$ cat src/rtl/elevator_motion_controller.sv
// Elevator car motion controller.
// Steps the car one floor at a time toward the direction chosen by the
// upstream direction resolver. Opens and times the door at requested floors
// and sends one-hot clear pulses back to the request queue.
// current_floor and current_up_ndown are fed back to the resolver.
module elevator_motion_controller #(
    parameter int NUM_FLOORS  = 7,
    parameter int FLOOR_TICKS = 8,
    parameter int DOOR_TICKS  = 16
) (
    input  logic       clk,
    input  logic       rst_n,
    input  logic [6:0] queue_status,
    input  logic       queue_empty,
    input  logic       next_up_ndown,
    input  logic       door_hold,
    output logic [2:0] current_floor,
    output logic       current_up_ndown,
    output logic       moving,
    output logic       door_open,
    output logic [6:0] floor_clear
);

    localparam int TRAV_W = (FLOOR_TICKS > 1) ? $clog2(FLOOR_TICKS) : 1;
    localparam int DOOR_W = (DOOR_TICKS > 1) ? $clog2(DOOR_TICKS) : 1;

    localparam logic [TRAV_W-1:0] TRAV_LAST = TRAV_W'(FLOOR_TICKS - 1);
    localparam logic [DOOR_W-1:0] DOOR_LOAD = DOOR_W'(DOOR_TICKS - 1);
    localparam logic [2:0]        TOP_FLOOR = 3'(NUM_FLOORS - 1);

    typedef enum logic [1:0] {
        IDLE      = 2'd0,
        MOVE      = 2'd1,
        ARRIVE    = 2'd2,
        DOOR_OPEN = 2'd3
    } state_t;

    state_t            state_reg;
    logic [TRAV_W-1:0] travel_cnt_reg;
    logic [DOOR_W-1:0] door_cnt_reg;

    // One-hot decode of the car position, used both to pick out the request
    // at the car and as the clear pulse pattern.
    logic [6:0] floor_is;

    genvar gi;
    generate
        for (gi = 0; gi < 7; gi++) begin : g_floor_dec
            assign floor_is[gi] = (current_floor == 3'(gi));
        end
    endgenerate

    // A request at the car that has not just been cleared by us. The queue
    // only drops the bit one cycle after our pulse, so the bit seen during
    // the pulse cycle is the request already being served.
    logic pending_here;
    assign pending_here = |(queue_status & ~floor_clear & floor_is);

    // True when stepping in the resolver's proposed direction stays in range.
    logic next_dir_ok;
    assign next_dir_ok = next_up_ndown ? (current_floor != TOP_FLOOR)
                                       : (current_floor != 3'd0);

    // Car state machine; every output is a register updated here.
    always_ff @(posedge clk) begin
        if (!rst_n) begin
            state_reg        <= IDLE;
            current_floor    <= 3'd0;
            current_up_ndown <= 1'b1;
            moving           <= 1'b0;
            door_open        <= 1'b0;
            floor_clear      <= 7'd0;
            travel_cnt_reg   <= '0;
            door_cnt_reg     <= '0;
        end else begin
            floor_clear <= 7'd0;
            case (state_reg)
                IDLE: begin
                    if (pending_here) begin
                        state_reg    <= DOOR_OPEN;
                        door_open    <= 1'b1;
                        moving       <= 1'b0;
                        floor_clear  <= floor_is;
                        door_cnt_reg <= DOOR_LOAD;
                    end else if (!queue_empty) begin
                        current_up_ndown <= next_up_ndown;
                        if (next_dir_ok) begin
                            state_reg      <= MOVE;
                            moving         <= 1'b1;
                            travel_cnt_reg <= '0;
                        end
                    end
                end

                MOVE: begin
                    if (travel_cnt_reg == TRAV_LAST) begin
                        current_floor  <= current_up_ndown ? current_floor + 3'd1
                                                           : current_floor - 3'd1;
                        travel_cnt_reg <= '0;
                        state_reg      <= ARRIVE;
                    end else begin
                        travel_cnt_reg <= travel_cnt_reg + 1'b1;
                    end
                end

                ARRIVE: begin
                    if (pending_here) begin
                        state_reg    <= DOOR_OPEN;
                        door_open    <= 1'b1;
                        moving       <= 1'b0;
                        floor_clear  <= floor_is;
                        door_cnt_reg <= DOOR_LOAD;
                    end else if (queue_empty) begin
                        state_reg <= IDLE;
                        moving    <= 1'b0;
                    end else begin
                        current_up_ndown <= next_up_ndown;
                        if (next_dir_ok) begin
                            // The ARRIVE cycle is the first travel cycle of
                            // the next floor when passing through, so a run
                            // of N floors takes N*FLOOR_TICKS cycles.
                            state_reg      <= MOVE;
                            travel_cnt_reg <= TRAV_W'(1);
                        end else begin
                            state_reg <= IDLE;
                            moving    <= 1'b0;
                        end
                    end
                end

                DOOR_OPEN: begin
                    if (pending_here) begin
                        floor_clear  <= floor_is;
                        door_cnt_reg <= DOOR_LOAD;
                    end else if (door_hold) begin
                        door_cnt_reg <= DOOR_LOAD;
                    end else if (door_cnt_reg == '0) begin
                        state_reg <= IDLE;
                        door_open <= 1'b0;
                    end else begin
                        door_cnt_reg <= door_cnt_reg - 1'b1;
                    end
                end

                default: begin
                    state_reg <= IDLE;
                    moving    <= 1'b0;
                    door_open <= 1'b0;
                end
            endcase
        end
    end

endmodule

$ cat config.mk
export PLATFORM = sky130hd
export DESIGN_NAME = elevator_motion_controller
export DESIGN_NICKNAME = d
export VERILOG_FILES = /design/src/rtl/elevator_motion_controller.sv
export SDC_FILE = /design/constraint.sdc
export NUM_CORES = 1
export LEC_CHECK = 0
export CAP_MARGIN = 20
export CORE_ASPECT_RATIO = 1.5
export CORE_MARGIN = 4
export CORE_UTILIZATION = 35
export CTS_CLUSTER_DIAMETER = 30
export CTS_CLUSTER_SIZE = 8
export DETAILED_ROUTE_END_ITERATION = 8
export GPL_ROUTABILITY_DRIVEN = 0
export SETUP_SLACK_MARGIN = 0.1
export SLEW_MARGIN = 20
export SYNTH_ARGS = -nofsm -noshare
export SYNTH_HDL_FRONTEND = slang
export SYNTH_SLANG_ARGS = --single-unit
$ cat constraint.sdc
create_clock -name clk -period 2.3 [get_ports clk]
set_input_delay 0.345 -clock clk [delete_from_list [all_inputs] [get_ports clk]]
set_output_delay 0.345 -clock clk [all_outputs]
set_load 0.03 [all_outputs]
## Word-level counts from Yosys, hierarchy flattened

Index checks and enable logic that the tools add are counted.

| word-level totals | value |
|---|---|
| register bits after elaboration | 22 |
| input port bits | 12 |
| output and inout bits | 13 |
| word-level logic and storage cells | 99 |

| cells by class | value |
|---|---|
| $add $sub $neg | 4 |
| equal/unequal tests | 26 |
| muxes and demuxes | 38 |
| bitwise logic cells | 5 |
| reduce and logical (&&, ||, !) cells | 18 |

Operator list:

| operator | count |
|---|---|
| 2-to-1 mux 3 bit | 8 |
| inequality test 2 bit, second input constant | 10 |
| 2-to-1 mux 2 bit | 8 |
| 2-to-1 mux 4 bit | 4 |
| AND 7 bit | 2 |
| 2-to-1 mux 1 bit | 13 |
| == test 3 bit, second input constant | 4 |
| inequality test 3 bit, second input constant | 3 |
| case mux 3 bit (3 select lines) | 1 |
| AND reduction 3 bit | 3 |
| inequality test 4 bit, second input constant | 2 |
| case mux 2 bit (4 select lines) | 1 |
| case mux 4 bit (2 select lines) | 1 |
| inverter 7 bit | 1 |
| AND reduction 7 bit | 1 |
| OR reduction 7 bit | 1 |
| adder 3 x 1 -> 3 bit, second input constant | 2 |
| == test 3 x 2 -> 1 bit, second input constant | 2 |
| AND reduction 6 bit | 1 |
| nonzero test 3 bit | 2 |
| AND reduction 5 bit | 1 |
| == test 2 bit, second input constant | 2 |
| logical NOT 4 bit | 1 |
| case mux 1 bit (2 select lines) | 2 |
| other kinds (13) | 15 |

## Depth between registers and ports, before layout

Gate-level depths: netlist of run 1.

| depth | value |
|---|---|
| depth in word-level cells | 6 |
| depth in mapped cells | 9 |
| gate-level depth less buffers | 7 |

## Least setup slack after synthesis of run 1

Ideal clock, no wire load.

| timing | value |
|---|---|
| kind | register -> register |
| from | register current_floor[2] |
| to | register state_reg[1] |
| library setup time | 0.071 ns |
| data arrival time | 2.344 ns |
| data required time | 2.229 ns |
| setup slack | -0.115 ns |
| cell stages (with the launch flop) | 9 |
| cell sequence | dfxtp_1 -> buf_6 -> inv_1 -> ha_1 -> and3b_1 -> nor4_4 -> a31oi_1 -> or4_1 -> a21oi_1 |

| between the ends | value |
|---|---|
| word-level cells in the longest chain between the ends | 5 |
| elaborated cells between the ends (all ways) | 19 |
| classes of those cells | eq/ne: 10; mux: 4; bitwise: 1; reduce/logical: 4 |

Ends and longest elaborated chain:

| element | RTL line | source |
|---|---|---|
| from (decl) | 17 | `output logic [2:0] current_floor,` |
| from (signal assigned) | 97 | `current_floor <= current_up_ndown ? current_floor + 3'd1` |
| == test 3 x 2 -> 1 bit (*) | 49 | `assign floor_is[gi] = (current_floor == 3'(gi));` |
| named net floor_is[3] | 44 | `logic [6:0] floor_is;` |
| AND 7 bit (*) | 57 | `assign pending_here = \|(queue_status & ~floor_clear & floor_is);` |
| OR reduction 7 bit (*) | 57 |  |
| inequality test 3 bit (no source line), or another cell as far along | - |  |
| AND reduction 6 bit (no source line) / case mux 2 bit (4 select lines) (equally long branches) | - |  |
| to (signal assigned) | 67 | `state_reg <= IDLE;` |
| to (signal assigned) | 80 | `state_reg <= DOOR_OPEN;` |
| to (signal assigned) | 88 | `state_reg <= MOVE;` |
| to (decl) | 38 | `state_t state_reg;` |

The timed path passes the listed nets; every way through them passes the cells marked *.
A chain may end at the register's enable or synchronous reset.

## Worst setup path in the final report of run 1

| timing | value |
|---|---|
| from | register current_floor[2] |
| to | register state_reg[1] |

| between the ends | value |
|---|---|
| word-level cells in the longest chain between the ends | 5 |
| elaborated cells between the ends (all ways) | 19 |
| classes of those cells | eq/ne: 10; mux: 4; bitwise: 1; reduce/logical: 4 |

Ends and longest elaborated chain:

| element | RTL line |
|---|---|
| == test 3 x 1 -> 1 bit, or another cell as far along | 49 |
| AND 7 bit | 57 |
| OR reduction 7 bit | 57 |
| inequality test 3 bit (no source line), or another cell as far along | - |
| AND reduction 6 bit (no source line) / case mux 2 bit (4 select lines) (equally long branches) | - |

Several ways; a longest one is shown, not always the timed one.

==> results.cfg, run 1 <==
[floorplan]
design.core.area_sq_um = 3680
floorplan.initialDensity_pct = 36.6
dieArea_sq_um = 4930
die_w_microns = 58.7
die_height_microns = 84.0
rows = 27
top_level_ports = 25

[detailed_routing]
dr_wl_met2_mm = 2.16
wl_met3_microns = 136
drt_wl_total_mm = 3.91
drc_errors = 0
drt_iter0_markers = 23
vias_per_cell = 5.64
wire_per_inst_microns = 16.8
ant_nets = 0
vias = 1309
dr.max_layer_used = met4
wl_met1_mm = 1.55
first_pass_iters = 4

[synth]
synthFlopType = dfxtp_1
synthesis.nets = 173
synth_compound_area_share_pct = 14.8
synth_simple_gate_area_share_pct = 32.7
synth_seq_cells = 22
synth-edff-count = 0
syn_avg_cell_area_sq_um = 9.18
synthMuxAreaShare_pct = 0.742
mappedNetlistArea_sq_um = 1350
synth_top_family_by_area = simple AND/OR/NAND/NOR gates
seq_area_frac_synth_pct = 32.7
synthCells = 147
synth_cell_types = 45
yosys.area_share.xor_xnor_pct = 1.30
async_reset_ff_share_pct = 0
synth_fa_ha_area_share_pct = 13.0
yosysWarnings = 0

[run_status]
outcome = complete, no violations

[global_routing]
antenna_found_initial = 0
grt_max_degree = 14
grt_pass1_wl_mm = 6.18
track_usage_pct = 15.8
gr-total-overflow = 0
grt_pass1_vias = 1371

[clock_tree]
cts_tree = yes
htree_levels = 1
clk_pin_slew_ns = 0.10
clock_sinks = 22
clk_latency_ns = 0.28
cts_root_buf = clkbuf_8
cts_made_buffers = 3
postCtsHoldBufs = 0
clock_path_buffers = 2

[finish]
drive_gt1_share_pct = 26.5
n_fill_cell = 345
largest_reg_flops = 7
finish.net_count = 216
diodes = 0
design_area_sq_um = 1950
stdcell_count = 232
fin_util_pct = 52.9
area_delta_synth_final_pct = 44.4
layout_commonest_cell = clkdlybuf4s50_1
layout_common_cells = clkdlybuf4s50_1 (24), dfxtp_1 (19), buf_4 (17)

[worst_setup_path]
path_max_fanout = 13
cp_top_family = simple AND/OR/NAND/NOR gates
cp_data_arrival_time_ns = 2.43
worst_path_max_delay_cell = or4_4
endpoint_kind = register
critical_path_class = register to register
cp_cell_sequence = buf_4 -> nor4bb_2 -> nor4_4 -> a31o_2 -> or4_4 -> a21oi_2
crit_path_max_incr_delay_ns = 0.53
start_kind = register
critPathBufInv = 1
cp.required_ns = 2.52

[power]
vdd_drop_max_v = 0.000474
power_density_nw_per_um2 = 811
p_leak_uw = 0.000751
power.total_uw = 1580

[min_path]
hp-class = register to register

[timing]
finalSetupTns_ns = 0
timing.final.crit_period_ns = 2.20
worst_slew_pin_slew_ns = 0.494
slew_violations = 0
finalCritPeriodShare_pct = 95.8
setup_viol = 0
fin_skew_ns = 0.0136
relSlewSlack_pct = 66.6
hold_viol_final = 0
fmax_ghz = 0.454
rsz0062_at_grt = true

[flow_run]
maxCapViolCount = 0

[place]
portBuffers = 24
dp.cells = 224
placed_cell_area_sq_um = 1730
hpwlAfterDp_mm = 2.88
## worst register-to-register path, cell delays in order, from the launching register on
cell and delay, ns:
dfxtp_4 0.35, buf_4 0.18, nor4bb_2 0.49, nor4_4 0.14, a31o_2 0.29, or4_4 0.53
a21oi_2 0.15
## kinds of logic (layout without fill, tap and decap cells)
kind of cell	count (synthesis)	after routing
buffers and inverters	15	57
AO/OA/AOI/OAI	32	32
flip-flops	22	22
multiplexers	1	1
adder cells (fa/ha/maj)	14	14
AND/OR/NAND/NOR	61	61
XOR/XNOR	2	2
## final timing paths
kind         cells past startpoint           end  slack (ns)             start
max                              6  state_reg[1]         0.1  current_floor[2]
min                              2     door_open        0.48         door_open
max reg2reg                      6  state_reg[1]         0.1  current_floor[2]
min reg2reg                      2     door_open        0.48         door_open
## report_power, final
group	internal (uW)	switching, uW
combinational	321	377
clock	233	149
sequential	439	60.7
total	993	586
## layout make-up
class / instances / area, sq um / share of cell area [%]
repair buffers: 41 / 368 / 18.9
clock inverters: 1 / 30.0 / 1.54
clock buffers: 3 / 41.3 / 2.12
flip-flops and latches: 22 / 452 / 23.2
inverters: 12 / 50.0 / 2.57
well taps: 43 / 53.8 / 2.76
multi-input cells: 110 / 953 / 48.9
## through the flow
stage | worst slack, ns | hold WS, ns
2_1_floorplan | 0.110 | 0.436
3_5_place_dp | -0.0311 | 0.468
6_report | 0.0960 | 0.476
4_1_cts | 0.0714 | 0.479
5_1_grt | 0.0396 | 0.495
3_3_place_gp | -0.0283 | 0.449
## metal layers
layer,GRT usage [%],up-vias
li1,-,634
met1,16.3,642
met2,30.6,27
met3,2.32,6
met4,5.57,0
met5,0,-
## repair_timing
| action | CTS | global route |
|---|---|---|
| buffers inserted | 3 | 1 |
| resized for setup | 9 | 18 |
| gates cloned | 0 | 0 |
| pin swaps | 5 | 7 |
| setup endpoints to repair | 8 | 12 |
## cells in the mapped netlist (2+ instances only)
cell / n / area (sq um)
nor4_1: 3 / 18.8
nor4bb_1: 2 / 20.0
nor2_1: 11 / 41.3
a211oi_1: 2 / 15.0
clkbuf_1: 2 / 7.51
and4_1: 6 / 52.6
nor4bb_2: 2 / 32.5
nor3b_1: 2 / 15.0
a21oi_1: 11 / 55.1
o31ai_1: 4 / 30.0
nand2_1: 7 / 26.3
and4b_4: 2 / 27.5
and3_1: 3 / 18.8
ha_1: 14 / 175
nand4b_1: 2 / 17.5
dfxtp_1: 22 / 440
inv_1: 12 / 45.0
nand3b_1: 3 / 22.5
o21ai_0: 6 / 30.0
a31oi_1: 3 / 18.8
nor3_1: 4 / 20.0
Note: power is estimated with default switching activity, not from simulation.
==> run 2: changes to the inputs <==
--- a/config.mk
+++ b/config.mk
@@ -6,13 +6,16 @@
 export NUM_CORES = 1
 export LEC_CHECK = 0
 export CAP_MARGIN = 20
+export CELL_PAD_IN_SITES_DETAIL_PLACEMENT = 1
+export CELL_PAD_IN_SITES_GLOBAL_PLACEMENT = 2
 export CORE_ASPECT_RATIO = 1.5
 export CORE_MARGIN = 4
-export CORE_UTILIZATION = 35
+export CORE_UTILIZATION = 28
 export CTS_CLUSTER_DIAMETER = 30
 export CTS_CLUSTER_SIZE = 8
 export DETAILED_ROUTE_END_ITERATION = 8
 export GPL_ROUTABILITY_DRIVEN = 0
+export PLACE_DENSITY_LB_ADDON = 0.1
 export SETUP_SLACK_MARGIN = 0.1
 export SLEW_MARGIN = 20
 export SYNTH_ARGS = -nofsm -noshare
==> run 2 against run 1 <==
  * Die area is 22% higher
  * Critical path depth grew 1
  * Sequential power barely moved
  * Routed wire length increased by 15%
  * Register-to-register slack hardly changed
  * Flip-flop and latch count unchanged
  * First-iteration DRC count grew 17%
  * Combinational power is 3.6% higher
  * Clock skew down 0.00062 ns
  * Largest power group unchanged
==> results.cfg, run 2 (synthesis results as in run 1) <==
[finish]
diodes = 0
area_delta_synth_final_pct = 54.7
layout_common_cells = buf_4 (26), clkdlybuf4s50_1 (24), dfxtp_1 (19)
fin_util_pct = 45.6
largest_reg_flops = 7
finish.net_count = 226
layout_commonest_cell = buf_4
drive_gt1_share_pct = 30.7

[detailed_routing]
drt_iter0_markers = 27
drc_errors = 0
vias_per_cell = 5.06
wire_per_inst_microns = 17.1
first_pass_iters = 4
vias = 1331
ant_nets = 0
drt_wl_total_mm = 4.50

[floorplan]
rows = 30
die_height_microns = 93.0
floorplan.initialDensity_pct = 29.5
die_w_microns = 64.7
dieArea_sq_um = 6010
design.core.area_sq_um = 4580
top_level_ports = 25

[run_status]
outcome = complete, no violations

[min_path]
worstHoldStart = door_open
hp-class = register to register

[power]
p_leak_uw = 0.000801
power_density_nw_per_um2 = 764
vdd_drop_max_v = 0.000228
power.total_uw = 1590

[timing]
worst_slew_pin_slew_ns = 0.476
rsz0062_at_grt = true
slew_violations = 0
relSlewSlack_pct = 68.2
timing.final.crit_period_ns = 2.20
finalCritPeriodShare_pct = 95.7
hold_ws_ns = 0.471
hold_viol_final = 0
fmax_ghz = 0.454
setup_viol = 0
fin_skew_ns = 0.0130

[global_routing]
gr-max-usage-layer = met2
grt_pass1_wl_mm = 7.51
grt_util_met1_pct = 15.8
grt_pass1_vias = 1563
antenna_found_initial = 0
gr-total-overflow = 0
track_usage_pct = 16.0
grt_max_degree = 14
grtUsageMet2_pct = 32.3
grt_use_met3_pct = 2.16

[clock_tree]
clock_sinks = 22
cts_made_buffers = 3
clock_path_buffers = 2
cts_tree = yes
cts_root_buf = clkbuf_8
postCtsHoldBufs = 0
clk_pin_slew_ns = 0.08
clk_latency_ns = 0.27
htree_levels = 1

[place]
hpwlAfterDp_mm = 3.41
portBuffers = 24

[worst_setup_path]
cp_cell_sequence = inv_6 -> ha_4 -> and4b_2 -> nor4_4 -> a31oi_1 -> or4_1 -> a21oi_2
worst_path_max_delay_cell = or4_1
critPathBufInv = 1
endpoint_kind = register
start_kind = register
r2r_start = current_floor[0]
startpoint = current_floor[0]
crit_path_max_incr_delay_ns = 0.56
reg2reg_slack_ns = 0.1
cp_top_family = simple AND/OR/NAND/NOR gates
path_max_fanout = 4
cp_data_arrival_time_ns = 2.40
critical_path_class = register to register
cp.required_ns = 2.50

[flow_run]
maxCapViolCount = 0
-- run 2: routing by layer --
metal | wire length [microns] | up-vias
met5 | 0 | -
met4 | 104 | 0
met3 | 98 | 8
met2 | 2650 | 18
met1 | 1650 | 650
li1 | - | 655
-- run 2: final timing paths --
check | endpoint | cells past startpoint
worst min-delay path | door_open | 2
worst min register to register | door_open | 2
worst max-delay path | state_reg[1] | 7
worst max register to register | state_reg[1] | 7
-- run 2: through the flow --
stage | instance area, sq um | TNS [ns] | setup slack [ns] | cells
finish | 2090 | 0 | 0.0991 | 263
global route | 2090 | 0 | 0.0184 | 263
CTS | 2010 | 0 | 0.0887 | 259
detailed placement | 1820 | -1.08 | -0.179 | 253
global placement | 1820 | -0.333 | -0.0947 | 253
floorplan | 1360 | 0 | 0.110 | 147
-- run 2: final cells by class --
class                           count  area [sq um]
Clock buffer                        3          41.3
Clock inverter                      1          30.0
Fill cell                         540          2490
Inverter                           12          52.6
Multi-Input combinational cell    110           987
Sequential cell                    22           449
Tap cell                           64          80.1
Timing Repair Buffer               51           447
-- run 2: worst register-to-register path, stage by stage, from the launching register on --
cell and delay (ns):
dfxtp_4 0.42, inv_6 0.06, ha_4 0.17, and4b_2 0.23, nor4_4 0.40, a31oi_1 0.17
or4_1 0.56, a21oi_2 0.12
-- run 2: what timing repair did --
item	in CTS	in global routing
pin swaps	3	9
buffers inserted	2	4
setup endpoints to repair	9	9
resized for setup	24	9
-- run 2: report_power, final --
group          internal, uW  switching, uW  leakage (uW)
Combinational           334            389      0.000583
Clock                   233            140     0.0000357
Sequential              440           57.9      0.000182
==> run 3: changes to the inputs <==
--- a/config.mk
+++ b/config.mk
@@ -15,6 +15,7 @@
 export CTS_CLUSTER_SIZE = 8
 export DETAILED_ROUTE_END_ITERATION = 8
 export GPL_ROUTABILITY_DRIVEN = 0
+export HOLD_SLACK_MARGIN = 0.08
 export PLACE_DENSITY_LB_ADDON = 0.1
 export SETUP_SLACK_MARGIN = 0.1
 export SLEW_MARGIN = 20
==> results of run 3 <==
The final DEF is identical to that of run 2; final timing and power are the same.
